[src/rtl/sdram_mem_tester.sv]
// Memory test initiator for the sdram_controller request port. It writes an address/seed
// pattern over 0..LAST_ADDR, reads the words back and compares them, then repeats with seed+1.
module sdram_mem_tester #(
  parameter int unsigned        ADDR_W    = 22,
  parameter logic [ADDR_W-1:0]  LAST_ADDR = '1,
  parameter int unsigned        TIMEOUT   = 255
) (
  input  logic              clk_sys,
  input  logic              rst,
  input  logic              enable,
  output logic              mem_req,
  output logic              mem_we,
  output logic [ADDR_W-1:0] mem_addr,
  output logic [15:0]       mem_wdata,
  input  logic              mem_ack,
  input  logic [15:0]       mem_rdata,
  input  logic              mem_rvalid,
  output logic              busy,
  output logic [1:0]        phase,
  output logic [15:0]       pass_count,
  output logic [15:0]       err_count,
  output logic              fail,
  output logic              timeout_seen,
  output logic [ADDR_W-1:0] err_addr
);

  typedef enum logic [2:0] {
    S_IDLE,
    S_WR_REQ,
    S_RD_REQ,
    S_RD_WAIT,
    S_PASS_END
  } state_t;

  localparam logic [15:0]       TMO_LAST = 16'(TIMEOUT - 1);
  localparam logic [ADDR_W-1:0] ADDR_ONE = 1;

  state_t              state_q, state_d;
  logic [ADDR_W-1:0]   addr_q, addr_d;
  logic [7:0]          seed_q, seed_d;
  logic [15:0]         tmo_q, tmo_d;
  logic                req_q, req_d;
  logic                we_q, we_d;
  logic [15:0]         wdata_q, wdata_d;
  logic                busy_q, busy_d;
  logic [1:0]          phase_q, phase_d;
  logic [15:0]         pass_count_q, pass_count_d;
  logic [15:0]         err_count_q, err_count_d;
  logic                fail_q, fail_d;
  logic                timeout_seen_q, timeout_seen_d;
  logic [ADDR_W-1:0]   err_addr_q, err_addr_d;
  logic                err_ev;
  logic                rd_done;

  // Address bits above 15 never reach the pattern; narrower addresses zero-extend.
  function automatic logic [15:0] pat(input logic [ADDR_W-1:0] a, input logic [7:0] s);
    return 16'(a) ^ {s, ~s};
  endfunction

  always_comb begin
    state_d        = state_q;
    addr_d         = addr_q;
    seed_d         = seed_q;
    tmo_d          = tmo_q;
    pass_count_d   = pass_count_q;
    err_count_d    = err_count_q;
    fail_d         = fail_q;
    timeout_seen_d = timeout_seen_q;
    err_addr_d     = err_addr_q;
    err_ev         = 1'b0;
    rd_done        = 1'b0;

    case (state_q)
      S_IDLE: begin
        if (enable) begin
          addr_d  = '0;
          state_d = S_WR_REQ;
        end
      end
      S_WR_REQ: begin
        if (mem_ack) begin
          if (addr_q == LAST_ADDR) begin
            addr_d  = '0;
            state_d = S_RD_REQ;
          end else begin
            addr_d = addr_q + ADDR_ONE;
          end
        end
      end
      S_RD_REQ: begin
        if (mem_ack) begin
          tmo_d   = '0;
          state_d = S_RD_WAIT;
        end
      end
      S_RD_WAIT: begin
        // Data arriving on the expiry cycle wins over the timeout.
        if (mem_rvalid) begin
          rd_done = 1'b1;
          err_ev  = (mem_rdata != pat(addr_q, seed_q));
        end else if (tmo_q == TMO_LAST) begin
          rd_done        = 1'b1;
          err_ev         = 1'b1;
          timeout_seen_d = 1'b1;
        end else begin
          tmo_d = tmo_q + 16'd1;
        end
        if (rd_done) begin
          if (addr_q == LAST_ADDR) begin
            state_d = S_PASS_END;
          end else begin
            addr_d  = addr_q + ADDR_ONE;
            state_d = S_RD_REQ;
          end
        end
      end
      S_PASS_END: begin
        pass_count_d = pass_count_q + 16'd1;
        seed_d       = seed_q + 8'd1;
        if (enable) begin
          addr_d  = '0;
          state_d = S_WR_REQ;
        end else begin
          state_d = S_IDLE;
        end
      end
      default: state_d = S_IDLE;
    endcase

    if (err_ev) begin
      if (err_count_q != '1) err_count_d = err_count_q + 16'd1;
      fail_d = 1'b1;
      if (!fail_q) err_addr_d = addr_q;
    end
  end

  // Request outputs are registered from the next state so they line up with it.
  always_comb begin
    req_d   = (state_d == S_WR_REQ) || (state_d == S_RD_REQ);
    we_d    = (state_d == S_WR_REQ);
    wdata_d = (state_d == S_WR_REQ) ? pat(addr_d, seed_d) : wdata_q;
    busy_d  = (state_d != S_IDLE);
    case (state_d)
      S_WR_REQ:             phase_d = 2'd1;
      S_RD_REQ, S_RD_WAIT:  phase_d = 2'd2;
      S_PASS_END:           phase_d = 2'd3;
      default:              phase_d = 2'd0;
    endcase
  end

  always_ff @(posedge clk_sys) begin
    if (rst) begin
      state_q        <= S_IDLE;
      addr_q         <= '0;
      seed_q         <= '0;
      tmo_q          <= '0;
      req_q          <= 1'b0;
      we_q           <= 1'b0;
      wdata_q        <= '0;
      busy_q         <= 1'b0;
      phase_q        <= '0;
      pass_count_q   <= '0;
      err_count_q    <= '0;
      fail_q         <= 1'b0;
      timeout_seen_q <= 1'b0;
      err_addr_q     <= '0;
    end else begin
      state_q        <= state_d;
      addr_q         <= addr_d;
      seed_q         <= seed_d;
      tmo_q          <= tmo_d;
      req_q          <= req_d;
      we_q           <= we_d;
      wdata_q        <= wdata_d;
      busy_q         <= busy_d;
      phase_q        <= phase_d;
      pass_count_q   <= pass_count_d;
      err_count_q    <= err_count_d;
      fail_q         <= fail_d;
      timeout_seen_q <= timeout_seen_d;
      err_addr_q     <= err_addr_d;
    end
  end

  assign mem_req      = req_q;
  assign mem_we       = we_q;
  assign mem_addr     = addr_q;
  assign mem_wdata    = wdata_q;
  assign busy         = busy_q;
  assign phase        = phase_q;
  assign pass_count   = pass_count_q;
  assign err_count    = err_count_q;
  assign fail         = fail_q;
  assign timeout_seen = timeout_seen_q;
  assign err_addr     = err_addr_q;

endmodule
[config.mk]
export PLATFORM = sky130hd
export DESIGN_NAME = sdram_mem_tester
export DESIGN_NICKNAME = d
export VERILOG_FILES = /design/src/rtl/sdram_mem_tester.sv
export SDC_FILE = /design/constraint.sdc
export NUM_CORES = 1
export LEC_CHECK = 0
export BUFFER_PORTS_ARGS = -buffer_cell sky130_fd_sc_hd__buf_2
export CAP_MARGIN = 5
export CORE_UTILIZATION = 56
export DETAILED_ROUTE_END_ITERATION = 10
export MAX_ROUTING_LAYER = met4
export PLACE_DENSITY = 0.87
export SLEW_MARGIN = 15
export SYNTH_ARGS = -nofsm -noshare
export SYNTH_HDL_FRONTEND = slang
export SYNTH_SLANG_ARGS = --single-unit
[constraint.sdc]
create_clock -name clk_sys -period 3.1 [get_ports clk_sys]
set_input_delay 0.31 -clock clk_sys [delete_from_list [all_inputs] [get_ports clk_sys]]
set_output_delay 0.31 -clock clk_sys [all_outputs]
set_load 0.02 [all_outputs]
==> impl_metrics.yaml <==
status:
  status: "finished clean"
global_routing:
  grtUsageTotal_pct: 32.5
  top_usage_layer: "met2"
  met2_usage_pct: 51.7
  antenna_found_initial: 0
  grt_pass1_wl_um: 28100
  use_met3_pct: 8.17
  overflow: 0
  grt_use_met1_pct: 36.7
  grt_max_degree: 84
  grt_pass1_vias: 5785
logic_synthesis:
  syn_area_per_cell_um2: 8.20
  ys_ff_latch: 126
  synthDistinctLibCells: 68
  synth_area_mm2: 0.00624
  ys_async_sr_fraction_pct: 0
  syn-num-nets: 789
  yosysMostFrequentCell: "dfxtp_1"
  synth_top_area_share_pct: 40.4
  synth-edff-count: 0
  yosys_warnings: 0
  yosys.area.top_type: "dfxtp_1"
  yosysSeqAreaShare_pct: 40.4
  netlist_instances: 761
  synth_flop_cell: "dfxtp_1"
  synth_area_leaders: "dfxtp_1 40%, xnor2_1 5.6%, nor2_1 4.9%"
  synth_common_cells: "126 x dfxtp_1, 81 x nor2_1, 72 x nand2_1"
cts:
  ctsHtreeMaxLevel: 4
  cts_resized: 0
  cts_tree: "built"
  worstSkewPairLatency_ns: 0.53
  cts_root_buf: "clkbuf_8"
  clock_path_buffers: 2
  ctsHoldBuffers: 0
  cts_sinks: 126
  postCtsSetupRepairBufs: 0
  path_clk_slew_ns: 0.06
  numCtsBuffers: 17
pwr:
  power_leakage_nw: 3.11
  power.share.combinational_pct: 6.5
  p_sw_mw: 0.939
  swShare_pct: 23.8
  internal_power_mw: 3.00
  pwr-share-clk_pct: 51.4
  powerDensity_mw_per_mm2: 510
  p_seq_share_pct: 42.1
  ir_drop_mv: 0.568
timing:
  max_slew.worst_pin.slew_ns: 0.893
  rsz0062_at_grt: "yes"
  post-route-period-util_pct: 95.7
  finClkSkew_ns: 0.0101
  final.setup.tns_ns: 0
  fmax_mhz: 337
  post-route-min-period_ns: 2.97
  hold_viol_final: 0
  setup_viol: 0
  max-slew-margin-rel_pct: 40.5
  finalMaxSlewViolations: 0
  holdWs_ns: 0.107
worst_setup_path:
  crit_path_start_kind: "flop"
  path_cells: "inv_1 -> ha_1 -> or4b_1 -> or4_4 -> a21o_4 -> a31o_4 -> or4_1 -> a21oi_1"
  path_class: "flop to flop"
  worst-endpoint-required_ns: 3.54
  cp.arrival_ns: 3.41
  path_delay_family: "simple AND/OR/NAND/NOR gates"
  worst_path_max_delay_cell: "or4_4"
  path_buf_inv: 1
  critPathMaxFanout: 16
  max_stage_delay_ns: 0.58
  end_kind: "flop"
detailed_routing:
  drtAntennaViolNets: 0
  num_vias: 6384
  drtIter0Drc: 642
  drc: 0
  dr.pass1.iters: 6
  drt-wirelength-per-cell_um: 17.6
  routed_wl_um: 18300
  vias_per_cell: 6.14
die:
  pin_count: 120
  dieWidth_um: 108
  die_area_mm2: 0.0116
  rows: 38
  start_util_pct: 57.6
  core_area_mm2: 0.0108
  dieHeight_um: 108
layout:
  drive_gt1_share_pct: 23.6
  layout.nets: 915
  diodes: 0
  fin_util_pct: 71.3
  area_growth_pct: 23.8
placement:
  gp_congestion: 1.02
  hpwl_um: 12700
  port_buffers: 119
flow_run:
  max_cap_violations: 0
worst_hold_path:
  hold_class: "primary input to flop"
path summary, 6_finish.rpt:
kind,from,end,slack (ns),depth (start not counted)
worst max-delay path,tmo_q[0],err_count[3],0.13,8
worst min-delay path,rst,mem_req,0.11,2
worst max register to register,tmo_q[0],err_count[3],0.13,8
worst min register to register,mem_wdata[4],mem_wdata[4],0.46,2
metrics by stage:
stage	instances	cell area [um2]	power [mW]	setup WS [ns]
final	1040	7730	3.94	0.133
after global routing	1040	7730	4.04	-0.000973
after CTS	1039	7680	3.95	0.0282
after detailed placement	1007	7080	1.94	0.0800
after global placement	1007	7080	1.94	0.138
after floorplan	761	6240	1.84	0.266
power groups by stage:
| stage | registers (mW) | logic, mW | clock network (mW) |
|---|---|---|---|
| after floorplan | 1.72 | 0.121 | 0 |
| after global placement | 1.69 | 0.245 | 0 |
| after detailed placement | 1.69 | 0.247 | 0 |
| after CTS | 1.66 | 0.249 | 2.05 |
| after global routing | 1.66 | 0.275 | 2.11 |
| final | 1.66 | 0.256 | 2.03 |
per-layer routing:
metal / share of wire [%] / vias to the layer above
met5: 0 / -
met4: 4.9 / 0
met3: 8.7 / 81
met2: 47 / 359
met1: 39 / 2977
li1: - / 2967
registers in the layout (all words and copies together) (netlist names):
register and cells:
err_addr 22, mem_addr 22, err_count 16, mem_wdata 16, pass_count 16, tmo_q 16, seed_q 8, state_q 3
phase 2, busy 1, fail 1, mem_req 1, mem_we 1, timeout_seen 1
cell usage in the layout, fill, tap and decap left out, drive strengths merged, types with 3 or more instances in the layout:
cell type,instances
and3,17
xnor2,40
nor4,13
a22oi,7
bufinv,3
ha,7
dfxtp,126
o41ai,4
buf,153
o311ai,5
and2,6
or4,7
xor2,33
clkinvlp,4
o211ai,4
nor3b,3
a21oi,48
or2,10
clkbuf,19
a211oi,7
o21ai,48
o22ai,4
nand2,72
a31oi,8
mux2,4
o31ai,6
or3,8
and4,7
nand3,34
nor3,16
nor2,81
nand2b,8
a22o,4
clkinv,4
nor2b,8
nand4,17
inv,21
cells by family (layout without fill, tap and decap cells):
| logic type | Yosys count | in the layout | share of synthesized area (%) |
|---|---|---|---|
| AOI/OAI and AO/OA | 168 | 169 | 17.2 |
| xor gates and xnor gates | 73 | 73 | 10.2 |
| adders and majority gates | 7 | 7 | 1.40 |
| buffers and inverters | 66 | 204 | 4.19 |
| DFF | 126 | 126 | 40.4 |
| muxes | 6 | 6 | 1.04 |
| and+or+nand+nor | 315 | 315 | 25.5 |
area by class of cell:
cell class / instances / area [um2]
multi-input cells: 570 / 3500
clock buffers: 19 / 442
flip-flops and latches: 126 / 2520
well taps: 140 / 175
inverters: 19 / 71.3
clock inverters: 13 / 161
fillers: 878 / 3110
repair buffers: 153 / 855
Power figures use the tool's default switching activity.
